==> src/rtl/muldiv_unit.sv <==
// Iterative 33-cycle multiply/divide unit with architectural HI/LO registers.
// Optional MADD/MADDU accumulation is enabled by defining MULDIV_MADD_EN.
module muldiv_unit #(
    parameter int WIDTH = 32,
    parameter int CNT_W = 5
) (
    input  logic             Clock,
    input  logic             Reset,
    input  logic             Start,
    input  logic [1:0]       Op,
    input  logic [WIDTH-1:0] OperandA,
    input  logic [WIDTH-1:0] OperandB,
    input  logic [1:0]       HiLoWrite,
    input  logic [WIDTH-1:0] HiLoData,
`ifdef MULDIV_MADD_EN
    input  logic             Accumulate,
`endif
    output logic             Busy,
    output logic             Done,
    output logic [WIDTH-1:0] Hi,
    output logic [WIDTH-1:0] Lo
);

    localparam logic [1:0] S_IDLE = 2'd0;
    localparam logic [1:0] S_RUN  = 2'd1;
    localparam logic [1:0] S_FIX  = 2'd2;

    logic [1:0]       state_q, state_d;
    logic [CNT_W-1:0] cnt_q, cnt_d;
    logic             is_div_q, is_div_d;
    logic             neg_res_q, neg_res_d;
    logic             neg_rem_q, neg_rem_d;
    logic             div0_q, div0_d;
    logic             acc_q, acc_d;
    logic [WIDTH:0]   rem_q, rem_d;
    logic [WIDTH-1:0] quo_q, quo_d;
    logic [WIDTH-1:0] opb_q, opb_d;
    logic [WIDTH-1:0] hi_q, hi_d;
    logic [WIDTH-1:0] lo_q, lo_d;
    logic             done_q, done_d;

    logic             signed_op;
    logic             acc_req;
    logic [WIDTH-1:0] addend;
    logic [WIDTH:0]   sum;
    logic [WIDTH:0]   shifted;
    logic [WIDTH:0]   diff;
    logic [2*WIDTH-1:0] prod_s;
    logic [2*WIDTH-1:0] mul_res;

    function automatic logic [WIDTH-1:0] abs_val(input logic [WIDTH-1:0] v, input logic is_signed);
        return (is_signed && v[WIDTH-1]) ? -v : v;
    endfunction

    function automatic logic [WIDTH-1:0] neg_word(input logic [WIDTH-1:0] v, input logic neg);
        return neg ? -v : v;
    endfunction

    function automatic logic [2*WIDTH-1:0] neg_dword(input logic [2*WIDTH-1:0] v, input logic neg);
        return neg ? -v : v;
    endfunction

    // MULT and DIV are the signed encodings (Op[0] == 0).
    assign signed_op = ~Op[0];

`ifdef MULDIV_MADD_EN
    assign acc_req = Accumulate & ~Op[1];
`else
    assign acc_req = 1'b0;
`endif

    always_comb begin
        addend  = quo_q[0] ? opb_q : '0;
        sum     = {1'b0, rem_q[WIDTH-1:0]} + {1'b0, addend};
        shifted = {rem_q[WIDTH-1:0], quo_q[WIDTH-1]};
        diff    = shifted - {1'b0, opb_q};
        prod_s  = neg_dword({rem_q[WIDTH-1:0], quo_q}, neg_res_q);
        mul_res = acc_q ? ({hi_q, lo_q} + prod_s) : prod_s;
    end

    always_comb begin
        state_d   = state_q;
        cnt_d     = cnt_q;
        is_div_d  = is_div_q;
        neg_res_d = neg_res_q;
        neg_rem_d = neg_rem_q;
        div0_d    = div0_q;
        acc_d     = acc_q;
        rem_d     = rem_q;
        quo_d     = quo_q;
        opb_d     = opb_q;
        hi_d      = hi_q;
        lo_d      = lo_q;
        done_d    = 1'b0;
        case (state_q)
            S_IDLE: begin
                if (Start) begin
                    state_d   = S_RUN;
                    cnt_d     = '0;
                    is_div_d  = Op[1];
                    neg_res_d = signed_op & (OperandA[WIDTH-1] ^ OperandB[WIDTH-1]);
                    neg_rem_d = signed_op & OperandA[WIDTH-1];
                    div0_d    = Op[1] & (OperandB == '0);
                    acc_d     = acc_req;
                    rem_d     = '0;
                    quo_d     = abs_val(OperandA, signed_op);
                    opb_d     = abs_val(OperandB, signed_op);
                end else begin
                    if (HiLoWrite[1]) hi_d = HiLoData;
                    if (HiLoWrite[0]) lo_d = HiLoData;
                end
            end
            S_RUN: begin
                cnt_d = cnt_q + 1'b1;
                if (cnt_q == {CNT_W{1'b1}}) state_d = S_FIX;
                if (is_div_q) begin
                    // Restoring step: keep the trial difference only when it did not borrow.
                    if (!diff[WIDTH]) begin
                        rem_d = diff;
                        quo_d = {quo_q[WIDTH-2:0], 1'b1};
                    end else begin
                        rem_d = shifted;
                        quo_d = {quo_q[WIDTH-2:0], 1'b0};
                    end
                end else begin
                    rem_d = {1'b0, sum[WIDTH:1]};
                    quo_d = {sum[0], quo_q[WIDTH-1:1]};
                end
            end
            S_FIX: begin
                state_d = S_IDLE;
                done_d  = 1'b1;
                if (is_div_q) begin
                    // A zero divisor leaves |dividend| in the remainder, so the sign fix restores OperandA.
                    hi_d = neg_word(rem_q[WIDTH-1:0], neg_rem_q);
                    lo_d = div0_q ? '1 : neg_word(quo_q, neg_res_q);
                end else begin
                    hi_d = mul_res[2*WIDTH-1:WIDTH];
                    lo_d = mul_res[WIDTH-1:0];
                end
            end
            default: state_d = S_IDLE;
        endcase
    end

    always_ff @(posedge Clock or negedge Reset) begin
        if (!Reset) begin
            state_q   <= S_IDLE;
            cnt_q     <= '0;
            is_div_q  <= 1'b0;
            neg_res_q <= 1'b0;
            neg_rem_q <= 1'b0;
            div0_q    <= 1'b0;
            acc_q     <= 1'b0;
            rem_q     <= '0;
            quo_q     <= '0;
            opb_q     <= '0;
            hi_q      <= '0;
            lo_q      <= '0;
            done_q    <= 1'b0;
        end else begin
            state_q   <= state_d;
            cnt_q     <= cnt_d;
            is_div_q  <= is_div_d;
            neg_res_q <= neg_res_d;
            neg_rem_q <= neg_rem_d;
            div0_q    <= div0_d;
            acc_q     <= acc_d;
            rem_q     <= rem_d;
            quo_q     <= quo_d;
            opb_q     <= opb_d;
            hi_q      <= hi_d;
            lo_q      <= lo_d;
            done_q    <= done_d;
        end
    end

    assign Busy = (state_q != S_IDLE);
    assign Done = done_q;
    assign Hi   = hi_q;
    assign Lo   = lo_q;

endmodule

==> config.mk <==
export PLATFORM = sky130hd
export DESIGN_NAME = muldiv_unit
export DESIGN_NICKNAME = d
export VERILOG_FILES = /design/src/rtl/muldiv_unit.sv
export SDC_FILE = /design/constraint.sdc
export NUM_CORES = 1
export LEC_CHECK = 0
export BUFFER_PORTS_ARGS = -buffer_cell sky130_fd_sc_hd__buf_2
export CAP_MARGIN = 40
export CELL_PAD_IN_SITES_DETAIL_PLACEMENT = 0
export CELL_PAD_IN_SITES_GLOBAL_PLACEMENT = 2
export CORE_MARGIN = 2
export CORE_UTILIZATION = 36
export CTS_BUF_LIST = sky130_fd_sc_hd__clkbuf_8
export DETAILED_ROUTE_END_ITERATION = 7
export GPL_ROUTABILITY_DRIVEN = 0
export PLACE_DENSITY = 0.92
export SYNTH_ARGS = -nofsm -noshare
export SYNTH_HDL_FRONTEND = slang
export SYNTH_SLANG_ARGS = --single-unit
==> constraint.sdc <==
create_clock -name Clock -period 4.8 [get_ports Clock]
set_input_delay 0.96 -clock Clock [delete_from_list [all_inputs] [get_ports Clock]]
set_output_delay 0.96 -clock Clock [all_outputs]
set_load 0.05 [all_outputs]
# Yosys cells after proc, flatten, opt, wreduce, memory -nomap -nowiden
# Index checks and enable logic that the tools add are counted.
word_totals:
  reg_bits: 172
  in_bits: 103
  output_inout_bits: 66
  word_cells: 74
op_classes:
  addsub: 8
  n_eq_ne: 8
  mux: 29
  bitwise: 5
  reduce_logical: 12
op_table:
  columns: ["cell", "count"]
  rows:
  - ["32-bit two-way mux", 17]
  - ["32-bit one-hot mux with 2 select lines", 4]
  - ["32-bit negator", 4]
  - ["64-bit two-way mux", 1]
  - ["64-bit negator", 1]
  - ["32-bit by 32-bit adder with 33-bit output", 1]
  - ["33-bit by 32-bit subtractor with 33-bit output", 1]
  - ["32-bit zero test", 1]
  - ["2-bit != test, second input constant", 5]
  - ["5-bit one-hot mux with 2 select lines", 1]
  - ["2-bit AND reduction", 3]
  - ["3-bit AND reduction", 2]
  - ["2-bit nonzero test", 3]
  - ["5-bit by 1-bit adder with 5-bit output, second input constant", 1]
  - ["5-bit == test, second input constant", 1]
  - ["5-bit two-way mux", 1]
  - ["2-bit two-way mux", 2]
  - ["2-bit one-hot mux with 2 select lines", 1]
  - ["1-bit AND", 3]
  - ["2-bit by 1-bit == test with 1-bit output, second input constant", 1]
  - ["2-bit == test, second input constant", 1]
  - ["1-bit logical AND", 2]
  - ["2-bit zero test", 1]
  - ["1-bit two-way mux", 2]
  - ["2 further kinds", 2]

# Longest topological paths before layout
logic_depth:
  word_depth: 5
  mapped_depth: 15
  ltp_nobuf: 14

# Least setup slack after synthesis
# No wires, ideal clock.
synth_timing:
  path_kind: "reg2reg"
  start: "reg quo_q[0]"
  end: "reg rem_q[29]"
  setup_ns: 0.126
  arrival_ns: 3.226
  t_required_ns: 4.674
  setup_slack_ns: 1.448
  path_stages_with_launch: 15
  path_buffers: 1
  period_less_slack_ns: 3.352
  cell_sequence: "dfrtp_1 > inv_1 > clkbuf_1 > nor2_1 > ha_1 > nor2b_1 > o2111ai_1 > a21oi_1 > a2111oi_0 > o31ai_1 > a31o_2 > a21o_1 > a21oi_1 > xnor2_1 > a221o_1"
synth_between:
  elab_chain_cells: 4
synth_lines:
  columns: ["item", "line_no", "rtl"]
  rows:
  - ["start, declared", "36", "logic [WIDTH-1:0] quo_q, quo_d;"]
  - ["start signal, assigned", "170", "quo_q <= quo_d;"]
  - ["32-bit two-way mux", "73", "addend = quo_q[0] ? opb_q : '0;"]
  - ["32-bit by 32-bit adder with 33-bit output", "74", "sum = {1'b0, rem_q[WIDTH-1:0]} + {1'b0, addend};"]
  - ["32-bit two-way mux", "116", "if (is_div_q) begin"]
  - ["32-bit one-hot mux with 2 select lines", "95", "case (state_q)"]
  - ["end signal, assigned", "169", "rem_q <= rem_d;"]
  - ["end, declared", "35", "logic [WIDTH:0] rem_q, rem_d;"]
# Every way passes these cells.
# A chain may end at the register's enable or synchronous reset.

# Worst setup path after layout
layout_timing:
  start: "reg rem_q[0]"
  end: "reg rem_q[27]"
layout_between:
  elab_chain_cells: 4
  elab_cells_between_ends: 5
  classes_between: "add/sub (2); mux (3)"
layout_lines:
  columns: ["item", "line_no", "rtl"]
  rows:
  - ["33-bit by 32-bit subtractor with 33-bit output", "76", "diff = shifted - {1'b0, opb_q};"]
  - ["32-bit two-way mux", "118", "if (!diff[WIDTH]) begin"]
  - ["32-bit two-way mux (*)", "116", null]
  - ["32-bit one-hot mux with 2 select lines (*)", "95", null]
# Every way passes the cells marked *; elsewhere a longest branch is shown, timed or not.

==> run summary <==
Run status = complete, no violations
CP max-delay cell = a31oi_1
Area leader, netlist = dfrtp_1
Leakage = 6.70 nW
Seq/Total Area, Yosys = 31.0%
Number of flops mapped to enable cells by yosys = 0
Core area = 0.0378 mm2
Sequential Power Share = 24.7%
Sequential Area = 0.00431 mm2
Vias in the first global route = 12467
Total Die Area = 0.0402 mm2
Die height = 200 um
Clk slew on worst S/H paths = 0.11 ns
Grt ovf = 0
# diodes = 0
Flops & latches, synth = 172
Clock share of power = 8.4%
Synth top area cells = dfrtp_1 31%, o21ai_0 7.6%, ha_1 6.3%
Setup Fix Bufs, Post-CTS = 0
Initial antenna violation count = 0
Post-route setup TNS = 0 ns
Pre-Repair DR Iteration Count = 5
Final hold vios = 0
Final Core Density = 41.3%
Slew @ Worst Pin = 0.893 ns
Area of the multi-input gates = 0.00903 mm2
Switching portion of total power = 54.3%
# H-tree levels = 4
Top-area cell type share of the netlist area = 31.0%
Crit. End Element = flop
CP Depth = 12
Hold_buf cts = 0
Mapped Avg Cell Area = 8.11 um2
Hold crit path type = in -> async
CP startpoint kind = flop
Fin nets = 2005
Via count = 13089
Ys async rst share = 100%
Crit-path most repeated cell = a21oi_1
Starting Density = 36.7%
CTS sink count = 172
Combinational fraction of design power = 66.9%
Data arrival, critical path = 4.62 ns
Port bufs = 168
Fill cell count = 3997
1st-iter DRT viols = 943
Clk_skew = 0.0256 ns
Gr usage total = 21.6%
PD cells = 807 mW/mm2
Critical Path RT = 5.21 ns
Pre-CTS WS = 0.608 ns
Final Max Tran Viols = 0
Post-Synthesis Cells = 1711
CTS Root Cell = clkbuf_8
Setup Viol. Count Final = 0
Layout area overhead = 12.6%
DRT Wirelength = 44.1 mm
Synth top cells by count = 211 x o21ai_0, 205 x nand2_1, 172 x dfrtp_1
Count leader, synth = o21ai_0
Top Ports = 169
Global-route wire length before repair = 69.9 mm
HPWL after detailed placement = 33.9 mm
Peak Freq = 0.238 GHz
CTS tree = yes
TritonCTS buffer count = 17
DRC viols = 0
Post-Syn Area = 0.0139 mm2
Total power = 12.6 mW
Crit-path cells = inv_1 -> fa_1 -> nand2b_1 -> a21oi_1 -> o31ai_1 -> a21oi_1 -> o21ai_0 -> a31oi_1 -> xor2_4 -> buf_4 -> nand2_1 -> o221ai_1
Clock latency on the worst-skew pair = 0.51 ns
Core Rows = 71
Final worst path period share = 87.7%
Synth cell types = 72
Fin crit period = 4.21 ns
CP Class = reg -> reg
R2r setup slk = 0.59 ns
Cell depth of the worst flop-to-flop path = 12
Resize count post-CTS = 0
Clk buf depth = 2
CP bufs+invs = 2
Max Cap Viol = 0
Worst VDD drop = 0.000268 V
Ys flop type = dfrtp_1
P_int = 5.76 mW
Routed len/inst = 18.7 um
Critical Path Max Stage Delay = 0.52 ns
Routed vias/inst = 5.56
Post-Syn Nets = 1886
Largest delay share family, worst path = compound AO/OA/AOI/OAI gates
Post-route ant nets = 0
Layout cell share with drive strength beyond 1 = 13.7%
Largest net degree at the start of global routing = 90
RSZ-0062 raised after global routing = no
Slew headroom = 40.5%
Worst-path fanout max = 15
Synth warnings = 0
Setup ws final = 0.591 ns
NetSw = 6.86 mW
Die X = 200 um
==> state kept, by name, summed over array words and instances, names as in the netlist <==
signal	cells
Hi	32
quo_q	32
rem_q	32
Lo	32
state_q	2
cnt_q	5
neg_res_q	1
opb_q	32
is_div_q	1
Done	1
div0_q	1
neg_rem_q	1
==> power by group through the flow <==
stage                     Sequential [mW]  Combinational (mW)  Clock [mW]
after global routing                 3.22                9.30        1.14
after floorplan                      3.69                5.55           0
final                                3.11                8.45        1.06
after global placement               3.10                8.27           0
after detailed placement             3.12                8.36           0
after CTS                            3.09                8.39        1.08
==> per-layer routing <==
metal | GRT usage (%) | vias up | share of wire, % | wire, um
li1 | - | 6415 | - | -
met1 | 31.4 | 6211 | 48 | 21100
met2 | 34.1 | 423 | 45 | 19800
met3 | 3.24 | 40 | 6.1 | 2690
met4 | 4.68 | 0 | 1.3 | 557
met5 | 0 | - | 0 | 0
==> cell families after synthesis <==
family | synth area share (%)
AOI/OAI and AO/OA | 24.9
xor gates and xnor gates | 10.5
adders and majority gates | 6.60
buffers and inverters | 4.28
DFF | 31.0
muxes | 5.43
and+or+nand+nor | 17.2
==> cells in the final DEF, fill, tap and decap left out, types with 14 or more instances in the layout <==
master      n
buf_2     168
o21ai_0   211
clkbuf_8   18
a22oi_1    23
mux2i_1    73
xor2_1     78
and3_1     14
nand3_1    29
dfrtp_1   171
nor3_1     26
inv_1      60
a21oi_1   121
o211ai_1   29
o31ai_1    24
xnor2_1    88
nor2_1    110
nand2_1   204
ha_1       70
nand2b_1   21
or3_1      17
a211oi_1   17
o22ai_1    29
nor2b_1    18
a21o_1     24
buf_4      22
==> cell type report <==
| type | instances | area share, % |
|---|---|---|
| clock inverter | 14 | 0.880 |
| inverter | 60 | 1.44 |
| clock buffer | 18 | 1.58 |
| multi-input combinational | 1386 | 57.7 |
| sequential | 172 | 27.5 |
| tap | 511 | 4.09 |
| timing repair buffer | 193 | 6.73 |
==> path summary, 6_finish.rpt <==
check                      startpoint         to
min in group Clock              Lo[1]      Lo[1]
setup reg to reg             rem_q[0]  rem_q[27]
setup / recovery             rem_q[0]  rem_q[27]
max in group asynchronous       Reset  opb_q[18]
hold reg to reg                 Lo[1]      Lo[1]
hold / removal                  Reset       Done
==> metrics by stage <==
stage / area (um2) / hold slack [ns] / std cells
global placement: 15200 / 0.457 / 2317
CTS: 15600 / 0.467 / 2354
detailed placement: 15300 / 0.467 / 2322
finish: 15600 / 0.445 / 2354
global route: 15600 / 0.484 / 2354
floorplan: 13900 / 0.449 / 1711
==> worst reg2reg max path, cell delays in order (launching register included) <==
cell and delay [ns]:
dfrtp_1 0.50, inv_1 0.17, fa_1 0.46, nand2b_1 0.20, a21oi_1 0.26, o31ai_1 0.12
a21oi_1 0.42, o21ai_0 0.24, a31oi_1 0.52, xor2_4 0.41, buf_4 0.32, nand2_1 0.23
o221ai_1 0.28
No activity file was read; power rests on OpenSTA's default activity.
